### config.mk
export PLATFORM = sky130hd
export DESIGN_NAME = multiword_add_seq
export DESIGN_NICKNAME = d
export VERILOG_FILES = /design/src/rtl/multiword_add_seq.sv
export SDC_FILE = /design/constraint.sdc
export NUM_CORES = 1
export LEC_CHECK = 0
export BUFFER_PORTS_ARGS = -buffer_cell sky130_fd_sc_hd__buf_2
export CAP_MARGIN = 20
export CORE_AREA = 2 2 140 142
export CTS_CLUSTER_SIZE = 30
export DETAILED_ROUTE_END_ITERATION = 7
export DIE_AREA = 0 0 142 144
export PLACE_DENSITY = 0.75
export SLEW_MARGIN = 20
export SYNTH_ARGS = -nofsm -noshare
export SYNTH_HDL_FRONTEND = slang
export SYNTH_SLANG_ARGS = --single-unit
### constraint.sdc
create_clock -name clk -period 4.04 [get_ports clk]
set_clock_uncertainty 0.2 [all_clocks]
set_input_delay 0.202 -clock clk [delete_from_list [all_inputs] [get_ports clk]]
set_output_delay 0.202 -clock clk [all_outputs]
set_load 0.02 [all_outputs]
### src/rtl/multiword_add_seq.sv
// Multi-precision add/subtract sequencer built around one 16-bit ripple-carry slice.
// Operands are captured on start and processed one 16-bit word per clock, LSW first,
// with the inter-word carry held in a register. Subtraction is a + ~b + 1.
module multiword_add_seq #(
  parameter int unsigned WORDS = 4
) (
  input  logic                  clk,
  input  logic                  rst_n,
  input  logic                  start_i,
  input  logic                  sub_i,
  input  logic [16*WORDS-1:0]   a_i,
  input  logic [16*WORDS-1:0]   b_i,
  output logic                  busy_o,
  output logic                  done_o,
  output logic [16*WORDS-1:0]   result_o,
  output logic                  c_out_o,
  output logic                  overflow_o
);

  localparam int unsigned W    = 16 * WORDS;
  localparam int unsigned IdxW = $clog2(WORDS);

  localparam logic [1:0] StIdle = 2'd0;
  localparam logic [1:0] StRun  = 2'd1;
  localparam logic [1:0] StDone = 2'd2;

  localparam logic [IdxW-1:0] LastIdx = IdxW'(WORDS - 1);

  logic [1:0]      state_q, state_d;
  logic [IdxW-1:0] idx_q, idx_d;
  logic            carry_q, carry_d;
  logic            sub_q, sub_d;
  logic [W-1:0]    a_q, a_d;
  logic [W-1:0]    b_q, b_d;
  logic [W-1:0]    result_q, result_d;
  logic            c_out_q, c_out_d;
  logic            ovf_q, ovf_d;

  logic [15:0]     a_word;
  logic [15:0]     bx_word;
  logic [15:0]     s_word;
  logic            cy;

  // Adder slice: selects the current word and forms a + (b ^ sub) + carry.
  always_comb begin
    a_word          = a_q[{idx_q, 4'b0000} +: 16];
    bx_word         = b_q[{idx_q, 4'b0000} +: 16] ^ {16{sub_q}};
    {cy, s_word}    = {1'b0, a_word} + {1'b0, bx_word} + {16'b0, carry_q};
  end

  // Next-state logic for the sequencer and the result/flag registers.
  always_comb begin
    state_d  = state_q;
    idx_d    = idx_q;
    carry_d  = carry_q;
    sub_d    = sub_q;
    a_d      = a_q;
    b_d      = b_q;
    result_d = result_q;
    c_out_d  = c_out_q;
    ovf_d    = ovf_q;

    case (state_q)
      StIdle, StDone: begin
        if (start_i) begin
          a_d     = a_i;
          b_d     = b_i;
          sub_d   = sub_i;
          // Seeding the carry with sub supplies the +1 of the two's complement.
          carry_d = sub_i;
          idx_d   = '0;
          state_d = StRun;
        end else if (state_q == StDone) begin
          state_d = StIdle;
        end
      end
      StRun: begin
        result_d[{idx_q, 4'b0000} +: 16] = s_word;
        carry_d = cy;
        if (idx_q == LastIdx) begin
          c_out_d = cy;
          // Signed overflow: like-signed slice inputs giving a differently-signed sum.
          ovf_d   = (a_word[15] == bx_word[15]) && (s_word[15] != a_word[15]);
          state_d = StDone;
        end else begin
          idx_d = idx_q + 1'b1;
        end
      end
      default: state_d = StIdle;
    endcase
  end

  // State registers with asynchronous active-low reset.
  always_ff @(posedge clk or negedge rst_n) begin
    if (!rst_n) begin
      state_q  <= StIdle;
      idx_q    <= '0;
      carry_q  <= 1'b0;
      sub_q    <= 1'b0;
      a_q      <= '0;
      b_q      <= '0;
      result_q <= '0;
      c_out_q  <= 1'b0;
      ovf_q    <= 1'b0;
    end else begin
      state_q  <= state_d;
      idx_q    <= idx_d;
      carry_q  <= carry_d;
      sub_q    <= sub_d;
      a_q      <= a_d;
      b_q      <= b_d;
      result_q <= result_d;
      c_out_q  <= c_out_d;
      ovf_q    <= ovf_d;
    end
  end

  // Status outputs decode directly from the state register.
  always_comb begin
    busy_o     = (state_q == StRun);
    done_o     = (state_q == StDone);
    result_o   = result_q;
    c_out_o    = c_out_q;
    overflow_o = ovf_q;
  end

endmodule

# [Word-level counts from Yosys, hierarchy flattened]
# Index checks and enable logic that the tools add are counted.
[word_totals] regBits=200 elab_cells=46 inputBits=132 out_inout_bits=68
[classes] n_bitwise=1 n_eq_ne=9 reduce_logical=9 mux=10 shifts=4 add_sub_neg=4
[ops] cell="variable part select 64 x 7 -> 16 bit" n=2
[ops] cell="bitwise mux 64 bit" n=1
[ops] cell="variable shift 16 x 8 -> 64 bit, first input constant" n=1
[ops] cell="variable part select 16 x 8 -> 64 bit" n=1
[ops] cell="adder 16 x 16 -> 17 bit" n=1
[ops] cell="adder 17 x 1 -> 17 bit" n=1
[ops] cell="bitwise XOR 16 bit" n=1
[ops] cell="two-way mux 2 bit" n=5
[ops] cell="negator 6 -> 8 bit" n=1
[ops] cell="one-hot mux 2 bit (2 select lines)" n=2
[ops] cell="AND reduction 2 bit" n=4
[ops] cell="== test 2 bit, second input constant" n=2
[ops] cell="!= test 2 bit, second input constant" n=2
[ops] cell="!= test 3 bit, second input constant" n=1
[ops] cell="AND reduction 3 bit" n=1
[ops] cell="adder 2 x 1 -> 2 bit, second input constant" n=1
[ops] cell="== test 2 x 1 -> 1 bit, second input constant" n=1
[ops] cell="logical NOT 2 bit" n=1
[ops] cell="!= test 2 x 1 -> 1 bit, second input constant" n=1
[ops] cell="one-hot mux 1 bit (2 select lines)" n=1
[ops] cell="nonzero test 2 bit" n=1
[ops] cell="OR reduction 2 bit" n=1
[ops] cell="== test 1 bit" n=1
[ops] cell="logical AND 1 bit" n=1
[ops] cell="other kinds (2)" n=2

# [Logic depth before layout (Yosys ltp)]
[logic_depth] word_depth=6 ltp_mapped=13

# [Worst setup path before layout]
# Ideal clock, no wire load.
[synth_timing] path_type="register to register" start="reg idx_q[0]" end="reg c_out_q (netlist: c_out_o)" t_arrival_ns=3.462 setup_slack_ns=0.254 setup_time_ns=0.125 stages_incl_launch_ff=14 path_buffers=2 required_time_ns=3.715 period_less_slack_ns=3.786 cell_sequence="dfrtp_1 > buf_2 > buf_2 > mux4_2 > xnor2_1 > fa_1 > inv_1 > fa_1 > a21o_1 > a221oi_4 > o21bai_2 > a21oi_2 > o21ai_1 > mux2_2"
[synth_between] elab_chain_len=4 elab_cells_between_ends=7 classes_between="add/sub: 2; eq/ne: 1; shift: 2; bitwise: 1; reduce/logical: 1"
[synth_lines] element="start: declaration" line_no="30" source="logic [IdxW-1:0] idx_q, idx_d;"
[synth_lines] element="start signal: assignment" line_no="107" source="idx_q <= idx_d;"
[synth_lines] element="variable part select 64 x 7 -> 16 bit" line_no="47" source="bx_word = b_q[{idx_q, 4'b0000} +: 16] ^ {16{sub_q}};"
[synth_lines] element="bitwise XOR 16 bit" line_no="47"
[synth_lines] element="adder 16 x 16 -> 17 bit" line_no="48" source="{cy, s_word} = {1'b0, a_word} + {1'b0, bx_word} + {16'b0, carry_q};"
[synth_lines] element="adder 17 x 1 -> 17 bit" line_no="48"
[synth_lines] element="end signal: assignment" line_no="113" source="c_out_q <= c_out_d;"
[synth_lines] element="end: declaration" line_no="36" source="logic c_out_q, c_out_d;"
# Several ways; a longest one is shown, not always the timed one.
# A chain may end at the register's enable or synchronous reset.

# [Worst setup path in the final report]
[layout_timing] start="reg idx_q[0]" end="reg result_q[30] (netlist: result_o[30])"
[layout_between] elab_chain_len=6 elab_cells_between_ends=9 classes_between="add/sub: 3; shift: 4; mux: 1; bitwise: 1"
[layout_lines] element="variable part select 64 x 7 -> 16 bit" line_no="47"
[layout_lines] element="bitwise XOR 16 bit" line_no="47"
[layout_lines] element="adder 16 x 16 -> 17 bit" line_no="48"
[layout_lines] element="adder 17 x 1 -> 17 bit" line_no="48"
[layout_lines] element="variable part select 16 x 8 -> 64 bit" line_no="78" source="result_d[{idx_q, 4'b0000} +: 16] = s_word;"
[layout_lines] element="bitwise mux 64 bit (*)" line_no="78"
[layout_lines] element="end signal: assignment" line_no="112" source="result_q <= result_d;"
[layout_lines] element="end: declaration" line_no="35" source="logic [W-1:0] result_q, result_d;"
# Every way passes the cells marked *; elsewhere a longest branch is shown, timed or not.

==> results_tabular.tex <==
\begin{tabular}{lr}
\hline
Metric & Value \\
\hline
\multicolumn{2}{l}{\textbf{Synth}} \\
Post-synth design cell area & 9190 µm² \\
Basic-gate share of the synthesized area counting and, or, nand and nor cells & 0.199 \\
Top FF cell, synth & sky130\_fd\_sc\_hd\_\_dfrtp\_1 \\
Adder-cell share of the synthesized area & 0.0330 \\
Share of the synthesized area in compound gates (AO/OA/AOI/OAI) & 0.0911 \\
Mean post-synth cell area & 9.95 µm² \\
Yosys Warn Count & 0 \\
Proportion of synthesized chip area in sequential cells & 0.545 \\
Unique masters post-synth & 46 \\
Post-synth EDFFs & 0 \\
Mux share of post-synthesis cell area & 0.0797 \\
Synthesized netlist cell count & 923 \\
FF+latch count, synth & 200 \\
Fraction of registers with async set/reset & 1.00 \\
Main combinational cell family by area after synthesis & simple AND/OR/NAND/NOR gates \\
XOR/XNOR share of the synthesized area & 0.0277 \\
Nets in the synthesized netlist & 1078 \\
\multicolumn{2}{l}{\textbf{STA}} \\
Minimum clock period after layout & 3.69 ns \\
Slew at the pin closest to its max-slew limit & 0.816 ns \\
Setup repair after global routing missed its margin & false \\
Final count of negative-setup-slack endpoints & 0 \\
Remaining max-slew budget at the tightest pin & 0.454 \\
Final total negative setup slack & 0 ns \\
F\_max & 271 MHz \\
Final slew viol count & 0 \\
Worst setup margin & 0.349 ns \\
Min Hold Slack & 0.180 ns \\
Post-route clock period utilization & 0.914 \\
Final hold violation count & 0 \\
\multicolumn{2}{l}{\textbf{Final layout}} \\
Share of cells above drive strength 1 & 0.234 \\
Antenna diodes & 0 \\
Summed area of non-filler cells in the final layout & 12300 µm² \\
\# nets final & 1389 \\
Flip-flop and latch area & 5010 µm² \\
Total of fill cells in the finished design & 1423 \\
Multi-input gate area & 3970 µm² \\
Synthesis-to-layout area growth & 34.3\% \\
Final standard cell count with taps included and fillers excluded & 1484 \\
\multicolumn{2}{l}{\textbf{Critical path}} \\
Cell depth of the worst setup path & 9 \\
Worst EP required & 4.16 ns \\
Cell family contributing the most delay on the critical path & compound AO/OA/AOI/OAI gates \\
Kind of start point of the critical path & flip-flop \\
Path type of the worst setup path & flip-flop to flip-flop \\
Flop2flop setup slack & 0.35 ns \\
Capturing point of the worst reg2reg path & result\_o[30] \\
Launching element of the worst setup path & idx\_q[0] \\
Critical path fanouts, max & 10 \\
Timing endpoint of the critical path & result\_o[30] \\
Logic depth of the worst register-to-register path & 9 \\
Critical-path cell with the highest stage delay & sky130\_fd\_sc\_hd\_\_dfrtp\_2 \\
Critical path buffers and inverters & 1 \\
Category of the worst setup path capture point & flip-flop \\
Max stage delay on crit path & 0.55 ns \\
Arrival time at the worst endpoint & 3.81 ns \\
Cells traversed along the worst timing path & buf\_4, mux4\_2, xor2\_1, fa\_1, a21o\_1, a221oi\_4, o21ai\_2, a2111oi\_4, o21ai\_1 \\
Beginning of the worst register-to-register path & idx\_q[0] \\
\multicolumn{2}{l}{\textbf{GRT}} \\
First-pass GRT wire length & 42200 µm \\
Via count of the first global-routing pass & 8059 \\
Final global-route overflow total & 0 \\
Largest net degree at the start of global routing & 89 \\
Combined global-route utilization of all metal layers & 0.271 \\
Number of antenna violations at the first check in global routing & 0 \\
\multicolumn{2}{l}{\textbf{Die}} \\
Initial Util & 0.481 \\
Io pins & 200 \\
Height of the die & 144 µm \\
Chip width & 142 µm \\
Std-Cell Rows & 51 \\
Area inside the core boundary & 19100 µm² \\
Die Area & 20400 µm² \\
\multicolumn{2}{l}{\textbf{Clock network}} \\
CTS-repair resized insts & 0 \\
CTS tree & done \\
TritonCTS sink count & 200 \\
H-tree levels & 4 \\
Clock transition at the registers of the reported paths & 0.07 ns \\
Setup fix buffers added after clock tree synthesis & 0 \\
Clock latency reported for the late side of the worst-skew pair & 0.45 ns \\
Number of clock buffers inserted by TritonCTS & 17 \\
Root Driver & sky130\_fd\_sc\_hd\_\_clkbuf\_16 \\
Clock Path Buffers & 2 \\
\multicolumn{2}{l}{\textbf{Flow run}} \\
Max-capacitance violation count & 0 \\
\multicolumn{2}{l}{\textbf{Detailed routing}} \\
Via count & 7931 \\
Post-detailed-route count of antenna-violating nets & 0 \\
Initial DRC Count & 578 \\
Count of unresolved DRC violations after routing & 0 \\
Post-DR vias/cell & 5.34 \\
First drt pass iteration count & 5 \\
Routed wire per std cell & 18.1 µm \\
Final wirelength & 26900 µm \\
\multicolumn{2}{l}{\textbf{Power}} \\
Static Leakage & 6.43 nW \\
Maximum vdd drop & 588 µV \\
Pwr dens & 991 nW/µm² \\
\multicolumn{2}{l}{\textbf{Hold path}} \\
Worst min path class & input port to asynchronous set/reset pin \\
\multicolumn{2}{l}{\textbf{Placed design}} \\
Port Buffers & 199 \\
Detail Placement HPWL & 17200 µm \\
GP Congestion & 0.890 \\
Area of placed instances & 10400 µm² \\
Placement-stage worst setup slack & 0.337 ns \\
DP Cell Count & 1323 \\
\multicolumn{2}{l}{\textbf{Outcome}} \\
Status & finished clean \\
\hline
\end{tabular}
-- repair_timing --
action	4_1_cts	5_1_grt
setup endpoints to repair	0	0
endpoints found under the hold margin	216	0
hold buffers	130	0
-- worst min path at each step --
stage	to	slack, ns
floorplan	a_q[0]	-0.29
global placement	result_o[32]	0.10
detailed placement	result_o[34]	0.10
CTS	result_o[32]	0.20
global route	result_o[32]	0.26
finish	result_o[32]	0.18
-- worst register-to-register path: cells and delay by family (launching register included) --
kind / cells / cell delay, ns
buffers and inverters: 1 / 0.31
multiplexers: 1 / 0.54
flip-flops: 1 / 0.55
adder cells (fa/ha/maj): 1 / 0.46
XOR/XNOR: 1 / 0.19
AO/OA/AOI/OAI: 5 / 1.32
-- metrics by stage --
stage                      util  total power [mW]
after floorplan               -              8.26
after global placement    0.546              10.1
after detailed placement  0.546              10.3
after CTS                 0.646              12.2
after global routing      0.646              13.1
final                     0.646              12.2
-- final cells by class --
type	count	share of cell area
multi-input cells	666	0.322
well taps	238	0.0241
clock buffers	21	0.0381
repair buffers	342	0.196
flip-flops and latches	200	0.406
inverters	7	0.00213
clock inverters	10	0.0117
-- flip-flops by register name, summed over array words and instances, names as in the netlist --
name and flops:
state_q 2, carry_q 1, b_q 64, idx_q 2, overflow_o 1, a_q 64
sub_q 1, c_out_o 1, result_o 64
-- logic make-up (layout without fill, tap and decap cells) --
group	after synthesis	count (layout)
simple gates	468	468
flops	200	200
compound gates	113	113
buf+inv	57	380
mux	33	33
xor+xnor	29	29
fa+ha+maj	23	23
-- cell usage after synthesis, types with 8 or more instances --
cell type	count	area, µm²
sky130_fd_sc_hd__a21oi_1	12	60.1
sky130_fd_sc_hd__a22o_1	36	315
sky130_fd_sc_hd__clkbuf_1	41	154
sky130_fd_sc_hd__dfrtp_1	200	5000
sky130_fd_sc_hd__ha_1	21	263
sky130_fd_sc_hd__mux4_2	32	721
sky130_fd_sc_hd__nand2_1	433	1630
sky130_fd_sc_hd__nor2_1	8	30.0
sky130_fd_sc_hd__o21ai_0	31	155
sky130_fd_sc_hd__xnor2_1	10	87.6
sky130_fd_sc_hd__xor2_1	19	166
-- cell usage in the layout (no fill, tap or decap), types with 2 or more instances in the layout --
| cell type | synthesis | routed |
|---|---|---|
| sky130_fd_sc_hd__clkbuf_8 | 0 | 4 |
| sky130_fd_sc_hd__nor2_1 | 8 | 8 |
| sky130_fd_sc_hd__mux4_2 | 32 | 32 |
| sky130_fd_sc_hd__a21oi_2 | 2 | 2 |
| sky130_fd_sc_hd__nand4_1 | 7 | 7 |
| sky130_fd_sc_hd__o21ai_0 | 31 | 31 |
| sky130_fd_sc_hd__a31oi_1 | 2 | 2 |
| sky130_fd_sc_hd__fa_1 | 2 | 2 |
| sky130_fd_sc_hd__clkbuf_16 | 0 | 17 |
| sky130_fd_sc_hd__dlygate4sd3_1 | 0 | 130 |
| sky130_fd_sc_hd__ha_1 | 21 | 21 |
| sky130_fd_sc_hd__clkinv_4 | 0 | 2 |
| sky130_fd_sc_hd__or3_1 | 2 | 2 |
| sky130_fd_sc_hd__a21o_1 | 7 | 7 |
| sky130_fd_sc_hd__a22oi_1 | 4 | 4 |
| sky130_fd_sc_hd__a21oi_1 | 12 | 12 |
| sky130_fd_sc_hd__o211ai_1 | 2 | 2 |
| sky130_fd_sc_hd__inv_1 | 7 | 7 |
| sky130_fd_sc_hd__xor2_1 | 19 | 19 |
| sky130_fd_sc_hd__buf_2 | 6 | 198 |
| sky130_fd_sc_hd__xnor2_1 | 10 | 10 |
| sky130_fd_sc_hd__dfrtp_1 | 200 | 198 |
| sky130_fd_sc_hd__nand3_1 | 4 | 4 |
| sky130_fd_sc_hd__o21ai_1 | 5 | 5 |
| sky130_fd_sc_hd__bufinv_16 | 0 | 3 |
| sky130_fd_sc_hd__a22o_1 | 36 | 36 |
| sky130_fd_sc_hd__nand2_1 | 433 | 433 |
| sky130_fd_sc_hd__clkinvlp_4 | 0 | 3 |
| sky130_fd_sc_hd__buf_4 | 1 | 12 |
| sky130_fd_sc_hd__dfrtp_2 | 0 | 2 |
| sky130_fd_sc_hd__nand2b_1 | 6 | 5 |
-- layer usage --
| layer | share of wire | track usage | wire, µm |
|---|---|---|---|
| met1 | 0.41 | 0.347 | 11100 |
| met2 | 0.50 | 0.461 | 13600 |
| met3 | 0.053 | 0.0460 | 1420 |
| met4 | 0.030 | 0.110 | 804 |
| met5 | 0 | 0 | 0 |
-- power by group --
| group | leakage, nW | switching, mW | internal, mW |
|---|---|---|---|
| combinational | 3.58 | 4.34 | 2.64 |
| sequential | 2.56 | 0.595 | 2.87 |
| clock | 0.292 | 0.762 | 1.02 |
| total | 6.43 | 5.70 | 6.53 |
Power figures use the tool's default switching activity.
